## src/rtl/cpu_pkg.sv

```systemverilog
// Shared CPU definitions: datapath width, opcode encodings, the last legal
// opcode and the instruction-fetch state encoding.
package cpu_pkg;

    localparam int XLEN = 16;

    // R-type group
    localparam logic [3:0] OP_R0  = 4'b0000;
    localparam logic [3:0] OP_R1  = 4'b0001;
    localparam logic [3:0] OP_R2  = 4'b0010;
    localparam logic [3:0] OP_R3  = 4'b0011;
    localparam logic [3:0] OP_ORI = 4'b0100;
    localparam logic [3:0] OP_R5  = 4'b0101;
    localparam logic [3:0] OP_R6  = 4'b0110;
    localparam logic [3:0] OP_SW  = 4'b0111;
    localparam logic [3:0] OP_LW  = 4'b1000;
    localparam logic [3:0] OP_BLT = 4'b1001;

    // Everything above this encoding is reserved and stops fetch.
    localparam logic [3:0] OP_LAST_LEGAL = 4'b1001;

    typedef enum logic [1:0] {
        ST_FETCH = 2'd0,
        ST_VALID = 2'd1,
        ST_HALT  = 2'd2
    } fetch_state_t;

    function automatic logic is_illegal_op(input logic [3:0] op);
        return op > OP_LAST_LEGAL;
    endfunction

endpackage

```

## src/rtl/pc_reg.sv

```systemverilog
// Program counter register with load and increment.
// Ports:
//   clk, rst_n   clock, async active-low reset (PC <= RESET_PC)
//   load_i       load load_val_i (takes priority over increment)
//   load_val_i   value to load
//   inc_i        PC <= PC + 1, wrapping at 2^XLEN
//   pc_o         current PC
//   pc_d_o       value the PC takes at the next edge
module pc_reg #(
    parameter int              XLEN     = 16,
    parameter logic [XLEN-1:0] RESET_PC = '0
) (
    input  logic            clk,
    input  logic            rst_n,
    input  logic            load_i,
    input  logic [XLEN-1:0] load_val_i,
    input  logic            inc_i,
    output logic [XLEN-1:0] pc_o,
    output logic [XLEN-1:0] pc_d_o
);

    logic [XLEN-1:0] pc_q;
    logic [XLEN-1:0] pc_d;

    always_comb begin
        pc_d = pc_q;
        if (load_i) begin
            pc_d = load_val_i;
        end else if (inc_i) begin
            pc_d = pc_q + 1'b1;
        end
    end

    always_ff @(posedge clk or negedge rst_n) begin
        if (!rst_n) begin
            pc_q <= RESET_PC;
        end else begin
            pc_q <= pc_d;
        end
    end

    assign pc_o   = pc_q;
    assign pc_d_o = pc_d;

endmodule

```

## src/rtl/instr_fetch.sv

```systemverilog
// Instruction fetch unit: one outstanding memory read at a time, hands the
// fetched word to decode with a valid/ready handshake, follows branch
// redirects and stops permanently on a reserved opcode.
//
// state    | meaning
// ---------+------------------------------------------------------------
// ST_FETCH | request outstanding (or about to issue) at the current PC
// ST_VALID | instruction held for decode until handshake or redirect
// ST_HALT  | reserved opcode accepted; fetch stopped until reset
//
// Ports:
//   clk, rst_n                 clock, async active-low reset
//   imem_req/imem_addr         read request and word address (held until ack)
//   imem_ack/imem_rdata        read response, any latency >= 1
//   instr_valid/decode_ready   handshake to decode
//   instr/opcode/instr_pc      instruction word, its top nibble, its address
//   redirect/redirect_pc       taken branch from execute
//   illegal                    held instruction has a reserved opcode
//   halted                     fetch stopped
module instr_fetch #(
    parameter int              XLEN     = cpu_pkg::XLEN,
    parameter logic [XLEN-1:0] RESET_PC = '0
) (
    input  logic            clk,
    input  logic            rst_n,
    output logic            imem_req,
    output logic [XLEN-1:0] imem_addr,
    input  logic            imem_ack,
    input  logic [XLEN-1:0] imem_rdata,
    output logic            instr_valid,
    input  logic            decode_ready,
    output logic [XLEN-1:0] instr,
    output logic [3:0]      opcode,
    output logic [XLEN-1:0] instr_pc,
    input  logic            redirect,
    input  logic [XLEN-1:0] redirect_pc,
    output logic            illegal,
    output logic            halted
);

    import cpu_pkg::*;

    fetch_state_t    state_q;
    logic            stale_q;
    logic            req_q;
    logic [XLEN-1:0] addr_q;
    logic [XLEN-1:0] instr_q;
    logic [XLEN-1:0] instr_pc_q;
    logic            valid_q;
    logic            illegal_q;
    logic            halted_q;

    logic            pc_load;
    logic            pc_inc;
    logic [XLEN-1:0] pc_q;
    logic [XLEN-1:0] pc_d;
    logic            handshake;

    assign handshake = valid_q & decode_ready;

    always_comb begin
        pc_load = 1'b0;
        pc_inc  = 1'b0;
        unique case (state_q)
            ST_FETCH: pc_load = redirect;
            ST_VALID: begin
                pc_load = redirect;
                pc_inc  = !redirect && handshake && !illegal_q;
            end
            default: ;
        endcase
    end

    pc_reg #(
        .XLEN     (XLEN),
        .RESET_PC (RESET_PC)
    ) u_pc_reg (
        .clk        (clk),
        .rst_n      (rst_n),
        .load_i     (pc_load),
        .load_val_i (redirect_pc),
        .inc_i      (pc_inc),
        .pc_o       (pc_q),
        .pc_d_o     (pc_d)
    );

    always_ff @(posedge clk or negedge rst_n) begin
        if (!rst_n) begin
            state_q    <= ST_FETCH;
            stale_q    <= 1'b0;
            req_q      <= 1'b0;
            addr_q     <= RESET_PC;
            instr_q    <= '0;
            instr_pc_q <= '0;
            valid_q    <= 1'b0;
            illegal_q  <= 1'b0;
            halted_q   <= 1'b0;
        end else begin
            unique case (state_q)
                ST_FETCH: begin
                    if (!req_q) begin
                        // First cycle after reset: any ack now belongs to
                        // a request abandoned by reset and is ignored.
                        req_q  <= 1'b1;
                        addr_q <= pc_d;
                    end else if (imem_ack) begin
                        if (stale_q || redirect) begin
                            // Drop the data and refetch at the newest target.
                            stale_q <= 1'b0;
                            addr_q  <= pc_d;
                        end else begin
                            req_q      <= 1'b0;
                            instr_q    <= imem_rdata;
                            instr_pc_q <= addr_q;
                            valid_q    <= 1'b1;
                            illegal_q  <= is_illegal_op(imem_rdata[XLEN-1 -: 4]);
                            state_q    <= ST_VALID;
                        end
                    end else if (redirect) begin
                        stale_q <= 1'b1;
                    end
                end
                ST_VALID: begin
                    if (redirect) begin
                        valid_q   <= 1'b0;
                        illegal_q <= 1'b0;
                        req_q     <= 1'b1;
                        addr_q    <= pc_d;
                        state_q   <= ST_FETCH;
                    end else if (handshake) begin
                        valid_q   <= 1'b0;
                        illegal_q <= 1'b0;
                        if (illegal_q) begin
                            halted_q <= 1'b1;
                            state_q  <= ST_HALT;
                        end else begin
                            req_q   <= 1'b1;
                            addr_q  <= pc_d;
                            state_q <= ST_FETCH;
                        end
                    end
                end
                ST_HALT: ;
                default: state_q <= ST_HALT;
            endcase
        end
    end

    assign imem_req    = req_q;
    assign imem_addr   = addr_q;
    assign instr_valid = valid_q;
    assign instr       = instr_q;
    assign opcode      = instr_q[XLEN-1 -: 4];
    assign instr_pc    = instr_pc_q;
    assign illegal     = illegal_q;
    assign halted      = halted_q;

endmodule
```

## config.mk

```make
export PLATFORM = sky130hd
export DESIGN_NAME = instr_fetch
export DESIGN_NICKNAME = d
export VERILOG_FILES = /design/src/rtl/cpu_pkg.sv /design/src/rtl/pc_reg.sv /design/src/rtl/instr_fetch.sv
export SDC_FILE = /design/constraint.sdc
export NUM_CORES = 1
export LEC_CHECK = 0
export CAP_MARGIN = 40
export CORE_MARGIN = 3
export CORE_UTILIZATION = 47
export CTS_CLUSTER_DIAMETER = 30
export DETAILED_ROUTE_END_ITERATION = 12
export PLACE_DENSITY = 0.85
export SYNTH_ARGS = -nofsm -noshare
export SYNTH_HDL_FRONTEND = slang
export SYNTH_HIERARCHICAL = 1
export SYNTH_SLANG_ARGS = --single-unit
```

## constraint.sdc

```tcl
create_clock -name clk -period 2.95 [get_ports clk]
set_input_delay 0.885 -clock clk [delete_from_list [all_inputs] [get_ports clk]]
set_output_delay 0.885 -clock clk [all_outputs]
set_load 0.005 [all_outputs]
```

==> metrics.yaml, run 1 <==
setup_viol: 0
post-route-util: 0.687
drtIter0Drc: 69
yosys.area.top_type: "dfrtp_1"
clock_latency_ps: 330
h-tree-depth: 3
routed_wl_mm: 6.53
vdd_drop_max_mv: 0.538
root_buffer: "clkbuf_8"
antenna_found_initial: 0
p_per_area_nw_per_um2: 1020
start_util: 0.491
cp.arrival_ps: 2920
via_count: 2145
dr_wl_met3_um: 634
rows: 29
drive_gt1_frac: 0.271
wl_met2_mm: 3.11
ys_seq_area_frac: 0.561
top_layer: "met4"
cts_buffers: 9
worstMarginPinSlew_ps: 357
slowest_delay_ps: 500
syn-num-nets: 269
fillers: 466
wl_met1_mm: 2.68
clkSinkCount: 71
leakage_nw: 1.87
crit_chain: "clkdlybuf4s50_1 -> nand3b_2 -> nor3_1 -> buf_4 -> nand4_4 -> nor4_2 -> xor2_1 -> mux2_2 -> mux2_4"
die_x_um: 88.1
grt.total_usage: 0.182
critPathLaunchType: "primary input"
diodes: 0
multi_input_area_um2: 1270
synth_cells: 231
cp_top_family: "simple AND/OR/NAND/NOR gates"
clk_pin_slew_ps: 80
grt_pass1_wl_mm: 10.7
ctsHoldBuffers: 0
slowest_stage: "clkdlybuf4s50_1"
cts_resized: 0
worst-setup-path-type: "primary input to flop"
place_congestion: 0.781
dieArea_um2: 7760
hp-class: "primary input to async pin"
core-area_um2: 6460
postLayoutSetupSlackWorst_ps: 250
grt_overflow: 0
final-seq-area_um2: 1780
max_slew_margin: 0.762
cp_num_buf_inv: 2
synth.avg_cell_area_um2: 13.7
synth_area_leaders: "dfrtp_1 56%, mux2_2 14%, mux2_4 4.7%"
final_nets: 372
first_pass_iters: 4
r2r_cells: 8
finalCritPeriodShare: 0.915
maxSlewViolCount: 0
finalHoldViolCount: 0
crit_fanout: 3
final_common_cell: "clkdlybuf4s50_1"
place_hpwl_mm: 4.78
area_growth_pct: 40.0
wl_per_cell_um: 15.7
synth-seq-cells: 71
via_per_inst: 5.16
synth_top_cell_area_share: 0.561
finalClockSkew_ps: 7.80
post-cts-setup-buffers: 0
cp-end-kind: "flop"
grt_max_degree: 47
drc: 0
crit_cells: 9
yosysUniqueCellTypes: 34
cts_tree: "yes"
min_period_ps: 2700
rsz0062_at_grt: "no"
crit_required_ps: 3170
ios: 93
pre_cts_ws_ps: -122
yosys_warnings: 6
syn_area_um2: 3170
drtAntennaViolNets: 0
final_cell_mix: "91 x clkdlybuf4s50_1, 71 x dfrtp_1, 40 x mux2_2"
port_buffers: 92
chipHeight_um: 88.1
status: "finished, final reports clean"
fmax_ghz: 0.370
clk_path_buf_depth: 2
drv_cap: 0
grt_pass1_vias: 2187
## worst register-to-register path: cells and delay by family (launching register included)
family / cells / cell delay, ps
simple gates: 4 / 970
buf+inv: 1 / 170
flops: 1 / 470
xor+xnor: 1 / 120
mux: 2 / 550
## flip-flops by register name (all words and copies together), names as in the netlist
register       flops
instr_pc          16
instr             16
instr_valid        1
imem_req           1
state_q            2
imem_addr         16
stale_q            1
illegal            1
u_pc_reg/pc_o     16
halted             1
## report_power, final
| group | internal (mW) | switching, mW | leakage [nW] | total [mW] |
|---|---|---|---|---|
| clock network | 0.521 | 0.355 | 0.112 | 0.876 |
| registers | 1.41 | 0.339 | 0.861 | 1.75 |
| logic | 1.29 | 0.617 | 0.896 | 1.91 |
## routing by layer
metal | vias to the layer above | global-route usage
met4 | 0 | 0.0701
met5 | - | 0
met2 | 83 | 0.286
met3 | 12 | 0.0800
met1 | 1033 | 0.223
li1 | 1017 | -
## final timing paths
kind	endpoint	slack [ps]	startpoint
hold reg to reg	halted	500	halted
min in group clk	halted	500	halted
setup reg to reg	imem_addr[15]	580	state_q[1]
max in group asynchronous	instr_pc[1]	1960	rst_n
setup / recovery	imem_addr[15]	250	decode_ready
hold / removal	instr[2]	450	rst_n
## synth_stat cells (all sizes together)
cell,count
nand3b,1
nor2b,1
ha,1
a41o,2
nand4,5
a211o,1
nand3,5
o21ai,17
a21oi,4
nor2,6
nand2,20
xnor2,10
a221oi,1
o21a,1
nand2b,1
nor3b,1
o211ai,1
mux2i,2
and2b,1
dfrtp,71
mux2,50
clkbuf,3
inv,2
nor3,4
xor2,5
buf,10
nor4,5
## area by class of cell
cell class	instances	area share
multi-input cells	145	0.287
clock buffers	11	0.0341
repair buffers	105	0.236
inverters	2	0.00169
well taps	77	0.0217
flip-flops and latches	71	0.401
clock inverters	5	0.0181
## per-stage QoR
step	TNS [ps]	total power, mW	cell area, µm²	instances	hold slack [ps]
2_1_floorplan	0	2.70	3170	231	460
3_3_place_gp	-111	3.61	4180	399	454
3_5_place_dp	-313	3.69	4200	400	485
4_1_cts	0	4.59	4430	416	452
5_1_grt	0	4.83	4430	416	455
6_report	0	4.53	4430	416	451
## cell families after synthesis
| logic type | after synthesis | synth area share |
|---|---|---|
| AO/OA/AOI/OAI | 27 | 0.0553 |
| XOR/XNOR | 15 | 0.0415 |
| adder cells (fa/ha/maj) | 1 | 0.00395 |
| buffers and inverters | 15 | 0.0371 |
| flip-flops | 71 | 0.561 |
| multiplexers | 52 | 0.196 |
| AND/OR/NAND/NOR | 50 | 0.105 |
(Power assumes the default switching activity.)
==> inputs of run 2 (changes only) <==
--- a/config.mk
+++ b/config.mk
@@ -5,6 +5,7 @@
 export SDC_FILE = /design/constraint.sdc
 export NUM_CORES = 1
 export LEC_CHECK = 0
+export ABC_CLOCK_PERIOD_IN_PS = 2950
 export CAP_MARGIN = 40
 export CORE_MARGIN = 3
 export CORE_UTILIZATION = 47
==> results of run 2 <==
The final DEF is identical to that of run 1; final timing and power are the same.
